### config.mk
export PLATFORM = sky130hd
export DESIGN_NAME = cfg_stream_loader
export DESIGN_NICKNAME = d
export VERILOG_FILES = /design/src/rtl/cfg_loader_pkg.sv /design/src/rtl/crc8_lanes.sv /design/src/rtl/cfg_stream_loader.sv
export SDC_FILE = /design/constraint.sdc
export NUM_CORES = 1
export LEC_CHECK = 0
export CAP_MARGIN = 5
export CORE_MARGIN = 2
export CORE_UTILIZATION = 50
export DETAILED_ROUTE_END_ITERATION = 6
export GPL_TIMING_DRIVEN = 0
export PLACE_DENSITY = 0.81
export SETUP_SLACK_MARGIN = 0.05
export SLEW_MARGIN = 20
export SYNTH_ARGS = -nofsm -noshare
export SYNTH_HDL_FRONTEND = slang
export SYNTH_SLANG_ARGS = --single-unit
### constraint.sdc
create_clock -name clk -period 4.9 [get_ports clk]
set_input_delay 0.98 -clock clk [delete_from_list [all_inputs] [get_ports clk]]
set_output_delay 0.98 -clock clk [all_outputs]
set_load 0.01 [all_outputs]
### src/rtl/cfg_loader_pkg.sv
// Shared types and constants for the framed configuration loader.
package cfg_loader_pkg;

  typedef enum logic [1:0] {
    ST_IDLE   = 2'd0,
    ST_LOAD   = 2'd1,
    ST_COMMIT = 2'd2,
    ST_ERR    = 2'd3
  } state_e;

  localparam logic [1:0] ERR_NONE    = 2'd0;
  localparam logic [1:0] ERR_SHORT   = 2'd1;
  localparam logic [1:0] ERR_OVERRUN = 2'd2;
  localparam logic [1:0] ERR_CRC     = 2'd3;

  localparam logic [7:0] CRC8_POLY = 8'h07;
  localparam logic [7:0] CRC8_INIT = 8'hFF;

  // One serial CRC-8 step: shift left, fold in the polynomial when the feedback bit is set.
  function automatic logic [7:0] crc8_bit(input logic [7:0] crc, input logic bit_i);
    crc8_bit = {crc[6:0], 1'b0} ^ ((crc[7] ^ bit_i) ? CRC8_POLY : 8'h00);
  endfunction

endpackage

### src/rtl/crc8_lanes.sv
// Combinational CRC-8 update over one LANES-bit beat, MSB first.
module crc8_lanes
  import cfg_loader_pkg::*;
#(
  parameter int unsigned LANES = 4
) (
  input  logic [7:0]       crc_in,
  input  logic [LANES-1:0] data,
  output logic [7:0]       crc_out
);

  logic [LANES-1:0] data_sh;

  // Walk the beat from its top bit down, one serial step per lane.
  always_comb begin
    crc_out = crc_in;
    data_sh = data;
    for (int unsigned i = 0; i < LANES; i++) begin
      crc_out = crc8_bit(crc_out, data_sh[LANES-1]);
      data_sh = data_sh << 1;
    end
  end

endmodule

### src/rtl/cfg_stream_loader.sv
// Framed multi-lane configuration loader: shifts beats into a shadow register,
// checks frame length and CRC-8, and commits to cfg_out only on a good frame.
module cfg_stream_loader
  import cfg_loader_pkg::*;
#(
  parameter int unsigned CFG_SIZE = 100,
  parameter int unsigned LANES    = 4
) (
  input  logic                clk,
  input  logic                rst,
  input  logic                stream_valid,
  output logic                stream_ready,
  input  logic [LANES-1:0]    stream_data,
  input  logic                stream_last,
  input  logic [7:0]          stream_crc,
  input  logic                err_clr,
  output logic [CFG_SIZE-1:0] cfg_out,
  output logic                cfg_valid,
  output logic                cfg_done,
  output logic                cfg_err,
  output logic [1:0]          err_code
);

  localparam int unsigned BEATS = CFG_SIZE / LANES;
  localparam int unsigned CNT_W = $clog2(BEATS + 1);
  localparam logic [CNT_W-1:0] LAST_IDX = CNT_W'(BEATS - 1);

  // Reject illegal geometries at elaboration.
  generate
    if ((LANES != 1 && LANES != 2 && LANES != 4 && LANES != 8) ||
        CFG_SIZE == 0 || (CFG_SIZE % LANES) != 0) begin : g_param_chk
      $error("cfg_stream_loader: CFG_SIZE must be a non-zero multiple of LANES, LANES in {1,2,4,8}");
    end
  endgenerate

  state_e              state_q;
  logic [CFG_SIZE-1:0] shadow_q;
  logic [CFG_SIZE-1:0] shadow_d;
  logic [CNT_W-1:0]    count_q;
  logic [CNT_W-1:0]    count_d;
  logic [7:0]          crc_q;
  logic [7:0]          crc_d;
  logic [CFG_SIZE-1:0] cfg_out_q;
  logic                cfg_valid_q;
  logic                cfg_done_q;
  logic                cfg_err_q;
  logic [1:0]          err_code_q;

  logic beat_acc;
  logic frame_full;

  // Shadow shift: the newest beat lands in the low bits.
  generate
    if (CFG_SIZE == LANES) begin : g_shadow_one
      assign shadow_d = stream_data;
    end else begin : g_shadow_shift
      assign shadow_d = {shadow_q[CFG_SIZE-LANES-1:0], stream_data};
    end
  endgenerate

  crc8_lanes #(
    .LANES (LANES)
  ) u_crc (
    .crc_in  (crc_q),
    .data    (stream_data),
    .crc_out (crc_d)
  );

  assign stream_ready = (state_q == ST_IDLE) || (state_q == ST_LOAD);
  assign beat_acc     = stream_valid && stream_ready;
  assign count_d      = count_q + CNT_W'(1);
  assign frame_full   = (count_q == LAST_IDX);

  // Loader FSM with registered outputs; frame outcome decided on the ending beat.
  always_ff @(posedge clk) begin
    if (rst) begin
      state_q     <= ST_IDLE;
      shadow_q    <= '0;
      count_q     <= '0;
      crc_q       <= CRC8_INIT;
      cfg_out_q   <= '0;
      cfg_valid_q <= 1'b0;
      cfg_done_q  <= 1'b0;
      cfg_err_q   <= 1'b0;
      err_code_q  <= ERR_NONE;
    end else begin
      cfg_done_q <= 1'b0;
      unique case (state_q)
        ST_IDLE, ST_LOAD: begin
          if (beat_acc) begin
            shadow_q <= shadow_d;
            crc_q    <= crc_d;
            count_q  <= count_d;
            if (stream_last && !frame_full) begin
              state_q    <= ST_ERR;
              cfg_err_q  <= 1'b1;
              err_code_q <= ERR_SHORT;
            end else if (!stream_last && frame_full) begin
              state_q    <= ST_ERR;
              cfg_err_q  <= 1'b1;
              err_code_q <= ERR_OVERRUN;
            end else if (stream_last) begin
              if (crc_d != stream_crc) begin
                state_q    <= ST_ERR;
                cfg_err_q  <= 1'b1;
                err_code_q <= ERR_CRC;
              end else begin
                state_q <= ST_COMMIT;
              end
            end else begin
              state_q <= ST_LOAD;
            end
          end
        end
        ST_COMMIT: begin
          cfg_out_q   <= shadow_q;
          cfg_valid_q <= 1'b1;
          cfg_done_q  <= 1'b1;
          count_q     <= '0;
          crc_q       <= CRC8_INIT;
          state_q     <= ST_IDLE;
        end
        ST_ERR: begin
          if (err_clr) begin
            state_q    <= ST_IDLE;
            cfg_err_q  <= 1'b0;
            err_code_q <= ERR_NONE;
            count_q    <= '0;
            crc_q      <= CRC8_INIT;
          end
        end
        default: state_q <= ST_IDLE;
      endcase
    end
  end

  assign cfg_out   = cfg_out_q;
  assign cfg_valid = cfg_valid_q;
  assign cfg_done  = cfg_done_q;
  assign cfg_err   = cfg_err_q;
  assign err_code  = err_code_q;

endmodule
==> flow_metrics.env <==
export IMPL_layout_drive_gt1_share_pct=3.82
export IMPL_ys_seq_elements=220
export IMPL_slew_violations=0
export IMPL_cp_slowest_cell="clkdlybuf4s50_1"
export IMPL_synth_compound_area_share_pct=15.8
export IMPL_grt_start_max_net_pins=15
export IMPL_cp_required_ps=3920
export IMPL_post_cts_buffers=0
export IMPL_finalSetupViolations=0
export IMPL_multi_input_comb_area_sq_um=3300
export IMPL_core_area_sq_um=15800
export IMPL_power_density_nw_per_um2=369
export IMPL_grt_pass1_vias=6310
export IMPL_holdCritPathClass="register to register"
export IMPL_relSlewSlack_pct=47.1
export IMPL_synth_distinct_cells=40
export IMPL_synthCells=993
export IMPL_mostFrequentLayoutCell="nand2_1"
export IMPL_htree_levels=1
export IMPL_synthXorXnorAreaFrac_pct=3.09
export IMPL_nNetsFinal=1160
export IMPL_area_growth_pct=27.9
export IMPL_crit_path_end_kind="primary output"
export IMPL_vdd_drop_max_v=0.000247
export IMPL_start_util_pct=50.6
export IMPL_diodes=0
export IMPL_final_cell_mix="nand2_1 (402), dfxtp_1 (220), a21oi_1 (200)"
export IMPL_drc=0
export IMPL_cts_num_sinks=220
export IMPL_grt_antenna_before_repair=0
export IMPL_dieArea_sq_um=17000
export IMPL_fp_dieH_microns=130
export IMPL_grt_pass1_wl_microns=29500
export IMPL_cts_reportedPaths_clkPinSlew_ps=60
export IMPL_drv_cap=0
export IMPL_fin_skew_ps=9.81
export IMPL_path_max_fanout=10
export IMPL_avgViaCountPerCell=5.08
export IMPL_wl_microns=18700
export IMPL_ys_warn_count=0
export IMPL_rows=46
export IMPL_finalHoldViolCount=0
export IMPL_cts_resized=0
export IMPL_slowest_delay_ps=510
export IMPL_synth_simple_gate_area_share_pct=21.6
export IMPL_syn_avg_cell_area_sq_um=8.04
export IMPL_cts_tree="done"
export IMPL_fin_crit_ps=2820
export IMPL_num_vias=6956
export IMPL_initialDrtViolationCount=486
export IMPL_gp_congestion=0.837
export IMPL_path_buf_inv=3
export IMPL_postCtsHoldBufs=0
export IMPL_path_delay_family="buffers and inverters"
export IMPL_port_buffers=121
export IMPL_clockRootBuffer="clkbuf_16"
export IMPL_synth_top_family_by_area="simple AND/OR/NAND/NOR gates"
export IMPL_dp_hpwl_microns=12800
export IMPL_ioPinCount=123
export IMPL_startpoint_type="register"
export IMPL_clk_latency_ps=490
export IMPL_ant_nets=0
export IMPL_syn_nets=1015
export IMPL_max_freq_ghz=0.354
export IMPL_first_pass_iters=5
export IMPL_crit_path_cell_trace="clkbuf_1 -> inv_1 -> clkdlybuf4s50_1"
export IMPL_synth_edf_count=0
export IMPL_status="completed"
export IMPL_gr_total_overflow=0
export IMPL_wl_per_cell_microns=13.7
export IMPL_worst_pin_slew_ps=793
export IMPL_die_w_microns=130
export IMPL_fin_tns_setup_ps=0
export IMPL_grt_setup_unrepaired="false"
export IMPL_crit_type="register to primary output"
export IMPL_seqCellArea_sq_um=4400
export IMPL_muxShareOfSynthArea_pct=0
export IMPL_finalCritPeriodShare_pct=57.6
export IMPL_synth_adder_area_share_pct=0.783
export IMPL_p_leak_nw=3.33
export IMPL_grtUsageTotal_pct=21.3
export IMPL_fill_cells=1369
export IMPL_cp_arrival_ps=1840
export IMPL_synth_seq_area_share_pct=55.1
export IMPL_syn_cell_area_sq_um=7990
export IMPL_hold_worst_slack_ps=453
export IMPL_synth_ff_type="dfxtp_1"
export IMPL_cts_buffer_depth=3
export IMPL_async_flop_share_pct=0
export IMPL_numCtsBuffers=22
## worst reg2reg max path, cell delays in order (launching register included)
cell and delay (ps):
dfxtp_1 380, clkbuf_1 350, inv_1 120, nor2_1 150
clkbuf_1 560, clkbuf_1 410, nand2_1 130, a21oi_1 140
## layout make-up
type                       count  share of cell area (%)
tap                          216                    2.65
multi-input combinational    697                    32.3
clock inverter                 6                   0.809
clock buffer                  33                    6.49
buffer                        70                    2.57
timing repair buffer         121                    11.9
sequential                   220                    43.1
inverter                       6                   0.221
## sequential cells by signal (all words and copies together), names as in the netlist
signal     count
cfg_valid      1
cfg_out      100
count_q        5
err_code       2
state_q        2
crc_q          8
shadow_q     100
cfg_done       1
cfg_err        1
## metrics by stage
| step | cell area [sq um] | worst slack, ps | total power, mW | instances | utilization [%] |
|---|---|---|---|---|---|
| after CTS | 10200 | 2080 | 3.80 | 1369 | 64.8 |
| after global routing | 10200 | 1870 | 3.90 | 1369 | 64.8 |
| final | 10200 | 2080 | 3.77 | 1369 | 64.8 |
| after global placement | 9470 | 1670 | 2.10 | 1330 | 60.0 |
| after detailed placement | 9470 | 1610 | 2.11 | 1330 | 60.0 |
| after floorplan | 7990 | 2390 | 2.03 | 993 | - |
## synth_stat cells, drive strengths merged, types with 3 or more instances
master | n | area, sq um
o21ai | 3 | 15.0
nor3 | 5 | 25.0
o22ai | 3 | 18.8
a21oi | 200 | 1000
nand2 | 402 | 1510
dfxtp | 220 | 4400
xor2 | 8 | 70.1
ha | 5 | 62.6
xnor2 | 14 | 130
inv | 6 | 22.5
nand2b | 6 | 37.5
and2 | 5 | 31.3
a221o | 5 | 51.3
clkbuf | 68 | 255
or3 | 3 | 23.8
nor2 | 12 | 45.0
## layer usage
metal | GRT usage [%] | wire length (microns) | vias up | share of wire (%)
met5 | 0 | 0 | - | 0
met3 | 3.09 | 1060 | 16 | 5.6
met2 | 37.3 | 9080 | 182 | 48
met4 | 4.82 | 176 | 0 | 0.94
li1 | - | - | 3534 | -
met1 | 28.3 | 8410 | 3224 | 45
## logic make-up (layout without fill, tap and decap cells)
family	Yosys count	after routing
buffers and inverters	76	236
adders and majority gates	5	5
xor gates and xnor gates	24	24
DFF	220	220
AOI/OAI and AO/OA	227	227
and+or+nand+nor	441	441
## report_power, final
group          leakage (nW)  internal (mW)  switching (mW)
Combinational          1.19         0.0882           0.159
Clock                 0.365           1.04           0.661
Sequential             1.78           1.81          0.0164
## final timing paths
path	cells past startpoint	slack, ps	to	from
hold reg to reg	2	450	cfg_out[85]$_SDFFE_PP0P_	cfg_out[85]$_SDFFE_PP0P_
setup / recovery	3	2080	stream_ready	state_q[1]$_SDFFE_PP0P_
hold / removal	2	450	cfg_out[85]$_SDFFE_PP0P_	cfg_out[85]$_SDFFE_PP0P_
setup reg to reg	7	2590	cfg_out[2]$_SDFFE_PP0P_	state_q[1]$_SDFFE_PP0P_
(Power assumes the default switching activity.)
